`src/rtl/stp_pkg.sv`:
```
// Shared types and helpers for the flex_stp_word_rx serial-to-parallel receiver.
package stp_pkg;

    // Holding-register handshake state: EMPTY means out_valid = 0, FULL means out_valid = 1.
    typedef enum logic {
        HOLD_EMPTY,
        HOLD_FULL
    } hold_state_t;

    // Width of a counter that has to reach n-1.
    function automatic int cnt_width(input int n);
        return $clog2(n);
    endfunction

endpackage

```
`src/rtl/stp_bit_counter.sv`:
```
// Counts received bits within a word. The wrap pulse marks the shift that completes a word.
module stp_bit_counter
    import stp_pkg::*;
#(
    parameter int NUM_BITS = 8
) (
    input  logic                           clk,
    input  logic                           n_rst,
    input  logic                           clear,
    input  logic                           count_enable,
    output logic [cnt_width(NUM_BITS)-1:0] count,
    output logic                           wrap
);

    localparam int             CW   = cnt_width(NUM_BITS);
    localparam logic [CW-1:0]  LAST = CW'(NUM_BITS - 1);

    logic [CW-1:0] count_q;
    logic [CW-1:0] count_d;

    // Wrap is a same-cycle strobe, so the top can capture the word on the completing edge.
    assign wrap  = count_enable && (count_q == LAST);
    assign count = count_q;

    // Next count: clear wins, then increment with wrap back to zero after the last bit.
    always_comb begin
        // NOTE: assigning a default first keeps every path driven, so no latch is inferred.
        count_d = count_q;
        if (clear) begin
            count_d = '0;
        end else if (count_enable) begin
            count_d = wrap ? '0 : count_q + 1'b1;
        end
    end

    // Count register with asynchronous active-low reset.
    always_ff @(posedge clk or negedge n_rst) begin
        // NOTE: non-blocking assignments keep every flop sampling pre-edge values.
        if (!n_rst) begin
            count_q <= '0;
        end else begin
            count_q <= count_d;
        end
    end

endmodule

```
`src/rtl/flex_stp_word_rx.sv`:
```
// Serial-to-parallel word receiver: shift register, bit counter, and a one-entry
// holding register presented on a valid/ready handshake with a sticky overrun flag.
module flex_stp_word_rx
    import stp_pkg::*;
#(
    parameter int                  NUM_BITS  = 8,
    parameter bit                  SHIFT_MSB = 1'b1,
    parameter logic [NUM_BITS-1:0] RESET_VAL = '1
) (
    input  logic                           clk,
    input  logic                           n_rst,
    input  logic                           shift_enable,
    input  logic                           serial_in,
    input  logic                           clear,
    input  logic                           out_ready,
    output logic [NUM_BITS-1:0]            parallel_out,
    output logic [cnt_width(NUM_BITS)-1:0] bit_count,
    output logic [NUM_BITS-1:0]            data_out,
    output logic                           out_valid,
    output logic                           word_done,
    output logic                           overrun
);

    logic [NUM_BITS-1:0] shift_q, shift_d;
    logic [NUM_BITS-1:0] shifted;
    logic [NUM_BITS-1:0] data_q, data_d;
    hold_state_t         state_q, state_d;
    logic                word_done_q, word_done_d;
    logic                overrun_q, overrun_d;

    logic                count_enable;
    logic                completion;
    logic                load_word;
    logic                drop_word;

    // clear takes priority over shifting, so it also suppresses counting and completion.
    assign count_enable = shift_enable && !clear;

    stp_bit_counter #(
        .NUM_BITS     (NUM_BITS)
    ) u_bit_counter (
        .clk          (clk),
        .n_rst        (n_rst),
        .clear        (clear),
        .count_enable (count_enable),
        .count        (bit_count),
        .wrap         (completion)
    );

    // The shifted value includes the current bit; on completion it is the finished word.
    assign shifted = SHIFT_MSB ? {shift_q[NUM_BITS-2:0], serial_in}
                               : {serial_in, shift_q[NUM_BITS-1:1]};

    // Shift register next value: clear, then shift, then hold.
    always_comb begin
        shift_d = shift_q;
        if (clear) begin
            shift_d = RESET_VAL;
        end else if (shift_enable) begin
            shift_d = shifted;
        end
    end

    // Handshake FSM state register.
    always_ff @(posedge clk or negedge n_rst) begin
        if (!n_rst) begin
            state_q <= HOLD_EMPTY;
        end else begin
            state_q <= state_d;
        end
    end

    // Handshake FSM next state; a completion while FULL keeps FULL whether stored or dropped.
    always_comb begin
        state_d = state_q;
        if (clear) begin
            state_d = HOLD_EMPTY;
        end else begin
            case (state_q)
                HOLD_EMPTY: if (completion) state_d = HOLD_FULL;
                HOLD_FULL:  if (!completion && out_ready) state_d = HOLD_EMPTY;
                default:    state_d = HOLD_EMPTY;
            endcase
        end
    end

    // Handshake FSM outputs: valid flag plus load/drop strobes for the holding register.
    always_comb begin
        out_valid = (state_q == HOLD_FULL);
        load_word = completion && ((state_q == HOLD_EMPTY) || out_ready);
        drop_word = completion && (state_q == HOLD_FULL) && !out_ready;
    end

    // Holding register, word_done pulse and sticky overrun next values.
    always_comb begin
        data_d      = data_q;
        word_done_d = completion;
        overrun_d   = overrun_q;
        if (clear) begin
            overrun_d = 1'b0;
        end else begin
            if (load_word) data_d    = shifted;
            if (drop_word) overrun_d = 1'b1;
        end
    end

    // Datapath and flag registers; a reset mid-word discards partial and pending words.
    always_ff @(posedge clk or negedge n_rst) begin
        if (!n_rst) begin
            shift_q     <= RESET_VAL;
            data_q      <= '0;
            word_done_q <= 1'b0;
            overrun_q   <= 1'b0;
        end else begin
            shift_q     <= shift_d;
            data_q      <= data_d;
            word_done_q <= word_done_d;
            overrun_q   <= overrun_d;
        end
    end

    assign parallel_out = shift_q;
    assign data_out     = data_q;
    assign word_done    = word_done_q;
    assign overrun      = overrun_q;

endmodule

```
`config.mk`:
```
export PLATFORM = sky130hd
export DESIGN_NAME = flex_stp_word_rx
export DESIGN_NICKNAME = d
export VERILOG_FILES = /design/src/rtl/stp_pkg.sv /design/src/rtl/stp_bit_counter.sv /design/src/rtl/flex_stp_word_rx.sv
export SDC_FILE = /design/constraint.sdc
export NUM_CORES = 1
export LEC_CHECK = 0
export BUFFER_PORTS_ARGS = -buffer_cell sky130_fd_sc_hd__buf_2
export CORE_MARGIN = 3
export CORE_UTILIZATION = 49
export DETAILED_ROUTE_END_ITERATION = 8
export GPL_TIMING_DRIVEN = 0
export PLACE_DENSITY = 0.8
export SLEW_MARGIN = 40
export SYNTH_ARGS = -nofsm -noshare
export SYNTH_HDL_FRONTEND = slang
export SYNTH_SLANG_ARGS = --single-unit
```
`constraint.sdc`:
```
create_clock -name clk -period 1.9 [get_ports clk]
set_input_delay 0.19 -clock clk [delete_from_list [all_inputs] [get_ports clk]]
set_output_delay 0.19 -clock clk [all_outputs]
set_load 0.01 [all_outputs]
```
==> summary.md <==
| Metric | Value |
|---|---|
| Synth Instances | 68 |
| Worst-margin pin slew | 473 ps |
| CTS tree | built |
| Finished Layout Cells | 124 |
| Number of synthesized flops with an enable pin | 0 |
| Fillers | 146 |
| Ranking of synthesized cells by area | dfrtp_1, dfstp_2, mux2_4, a211o_1, nor2b_1 |
| P&R area growth vs syn | 21.6% |
| Power per cell area | 719 nW/µm² |
| Core Region | 1780 µm² |
| CP startpoint | u_bit_counter.count[0] |
| Number of global-route vias before repair | 579 |
| Startpoint types | register |
| Cell family with most CP delay | flip-flops |
| # port buffers | 26 |
| Final hold violation count | 0 |
| CTS buffer count | 3 |
| Area leader, netlist | dfrtp_1 |
| Max FO, Critical Path | 8 |
| PostCTS Resize Cnt | 0 |
| Root buf cell | clkbuf_4 |
| GPL Wtd Cong | 0.721 |
| Remaining Overflow, GRT | 0 |
| DRC viols | 0 |
| Top FF cell, synth | dfrtp_1 |
| Final worst clock skew | 1.82 ps |
| HP Class | primary input to register |
| Routed WL | 1650 µm |
| Min-delay src | serial_in |
| Setup TNS Final | 0 ps |
| Reg2reg path depth | 6 |
| Leak Pwr | 0.609 nW |
| Cells after DPL | 119 |
| Synthesized area | 960 µm² |
| Reg-to-reg critical path startpoint | u_bit_counter.count[0] |
| Post-layout minimum cycle time | 1640 ps |
| CP Data Arrival Time | 1840 ps |
| Detailed Place HPWL | 1170 µm |
| Critical-path top delay cell | dfrtp_1 |
| Nets | 108 |
| Rows | 15 |
| Initial DRC count | 3 |
| CP endpoint | data_out[5] |
| Antenna Violating Nets Remaining | 0 |
| Sequential fraction of the synthesis area | 58.4% |
| Crit path cell chain | ha_1 > ha_1 > nand3b_4 > nor2b_2 > buf_6 > mux2_4 |
| DR vias | 607 |
| Routed len/inst | 13.3 µm |
| PnR worst setup slack | 261 ps |
| Post-synthesis register bit count | 22 |
| Finish-stage setup viols | 0 |
| Drt pass-1 iters | 2 |
| FFs w/ async S/R, synth | 100% |
| Clk Latency, worst-skew pair | 300 ps |
| Pins Over Slew Limit | 0 |
| First-pass GRT wire length | 2750 µm |
| Post-Syn Nets | 76 |
| Antenna cells | 0 |
| Die Footprint | 2530 µm² |
| Crit path depth | 6 |
| GRT Resource Usage Total | 14.2% |
| Most used cell, CP | ha_1 |
| Critical path's largest stage delay | 410 ps |
| Setup Slack @ Placement | 275 ps |
| Tcrit/Tclk final | 86.3% |
| Rel. slew slack | 68.5% |
| Synth cell types | 23 |
| CTS sink cnt | 22 |
| Status | finished, final reports clean |
| Buf/Inv on CP | 1 |
| R2R Setup Slk | 260 ps |
| Chip Width | 50.3 µm |
| Critical path data required time | 2100 ps |
| Via density | 4.90 |
| Max-Cap Viols | 0 |
| Number of H-tree levels | 1 |
| Die Span Y | 50.3 µm |
| Area share of the largest cell type after synthesis | 36.5% |
| Max VDD drop | 0.469 mV |
| Initial antenna violation count | 0 |
| Layout cell share with drive strength beyond 1 | 53.5% |
| Worst Setup End Kind | register |
| WS Path Type | register to register |
| Post-Syn Area per Cell | 14.1 µm² |
| Unrepaired setup endpoints after global routing | no |
| Clock Path Buffers | 2 |
| Tot Pwr | 0.839 mW |
| Reg-to-reg endpoint | data_out[5] |
| Final core occ | 65.5% |
| I/O pin count | 28 |
| Synth warn | 0 |
| Starting Density | 53.8% |
| Pin count of the biggest net entering global routing | 23 |
| Clock-pin transition on the worst setup and hold timing paths | 120 ps |
| Fmax | 610 MHz |
sequential cells by signal, summed over array words and instances (netlist names):
register / count
data_out: 8
parallel_out: 8
u_bit_counter.count: 3
out_valid: 1
overrun: 1
word_done: 1
area by class of cell:
class / instances / area (µm²) / share of cell area [%]
Clock buffer: 4 / 36.3 / 3.11
Inverter: 3 / 11.3 / 0.965
Tap cell: 25 / 31.3 / 2.68
Multi-Input combinational cell: 39 / 358 / 30.7
Timing Repair Buffer: 27 / 140 / 12.0
Sequential cell: 22 / 561 / 48.0
Buffer: 4 / 30.0 / 2.57
per-layer routing:
metal / wire [µm] / part of all wire [%] / vias up / global-route usage, %
met5: 0 / 0 / - / 0
met4: 12 / 0.73 / 0 / 4.15
met3: 110 / 6.7 / 2 / 4.75
met2: 735 / 45 / 19 / 22.6
met1: 786 / 48 / 290 / 18.3
li1: - / - / 296 / -
worst min-delay path by stage:
stage,end,slack (ps),depth (start not counted)
6_report,parallel_out[0],120,2
5_1_grt,parallel_out[0],110,2
4_1_cts,parallel_out[0],110,2
3_5_place_dp,data_out[6],180,1
3_3_place_gp,data_out[6],170,1
2_1_floorplan,data_out[0],-110,0
where the power goes:
group          internal [mW]  switching [mW]
sequential             0.492          0.0125
clock                  0.117           0.136
combinational         0.0379          0.0447
total                  0.646           0.193
stage by stage:
step,instance area (µm²),hold WS (ps)
global route,1170,108
CTS,1170,106
detailed placement,1120,178
floorplan,960,-106
finish,1170,120
global placement,1120,172
timing repair:
| action | 4_1_cts | 5_1_grt |
|---|---|---|
| hold buffers | 1 | 0 |
| setup buffers | 0 | 0 |
| hold endpoints to repair | 14 | 0 |
synth_stat cells (2+ instances only):
| master | count |
|---|---|
| dfrtp_1 | 14 |
| a211o_1 | 8 |
| dfstp_2 | 8 |
| mux2_4 | 8 |
| nor2b_1 | 6 |
| a21oi_1 | 2 |
| and2_1 | 2 |
| buf_4 | 2 |
| ha_1 | 2 |
| inv_2 | 2 |
| nor2_1 | 2 |
cell families after synthesis:
group                      after synthesis  share of synthesized area [%]
DFF                                     22                           58.4
adders and majority gates                2                           2.61
buffers and inverters                    7                           4.30
AOI/OAI and AO/OA                       12                           9.52
and+or+nand+nor                         16                           11.6
muxes                                    9                           13.6
cell usage in the layout, fill, tap and decap left out:
cell and count:
buf_2 26, dfrtp_1 14, mux2_4 8, a211o_1 8, dfstp_2 8, nor2b_1 6, clkbuf_4 3, buf_4 2
inv_2 2, a21oi_1 2, nor2_1 2, and2_1 2, ha_1 2, nand3b_4 1, clkbuf_1 1, nand2b_1 1
o21ai_1 1, nand2_1 1, nand3b_1 1, nor2b_2 1, buf_6 1, mux2i_1 1, nor3b_1 1, inv_1 1
o22ai_1 1, clkbuf_8 1, dlygate4sd3_1 1
Power figures use the tool's default switching activity.
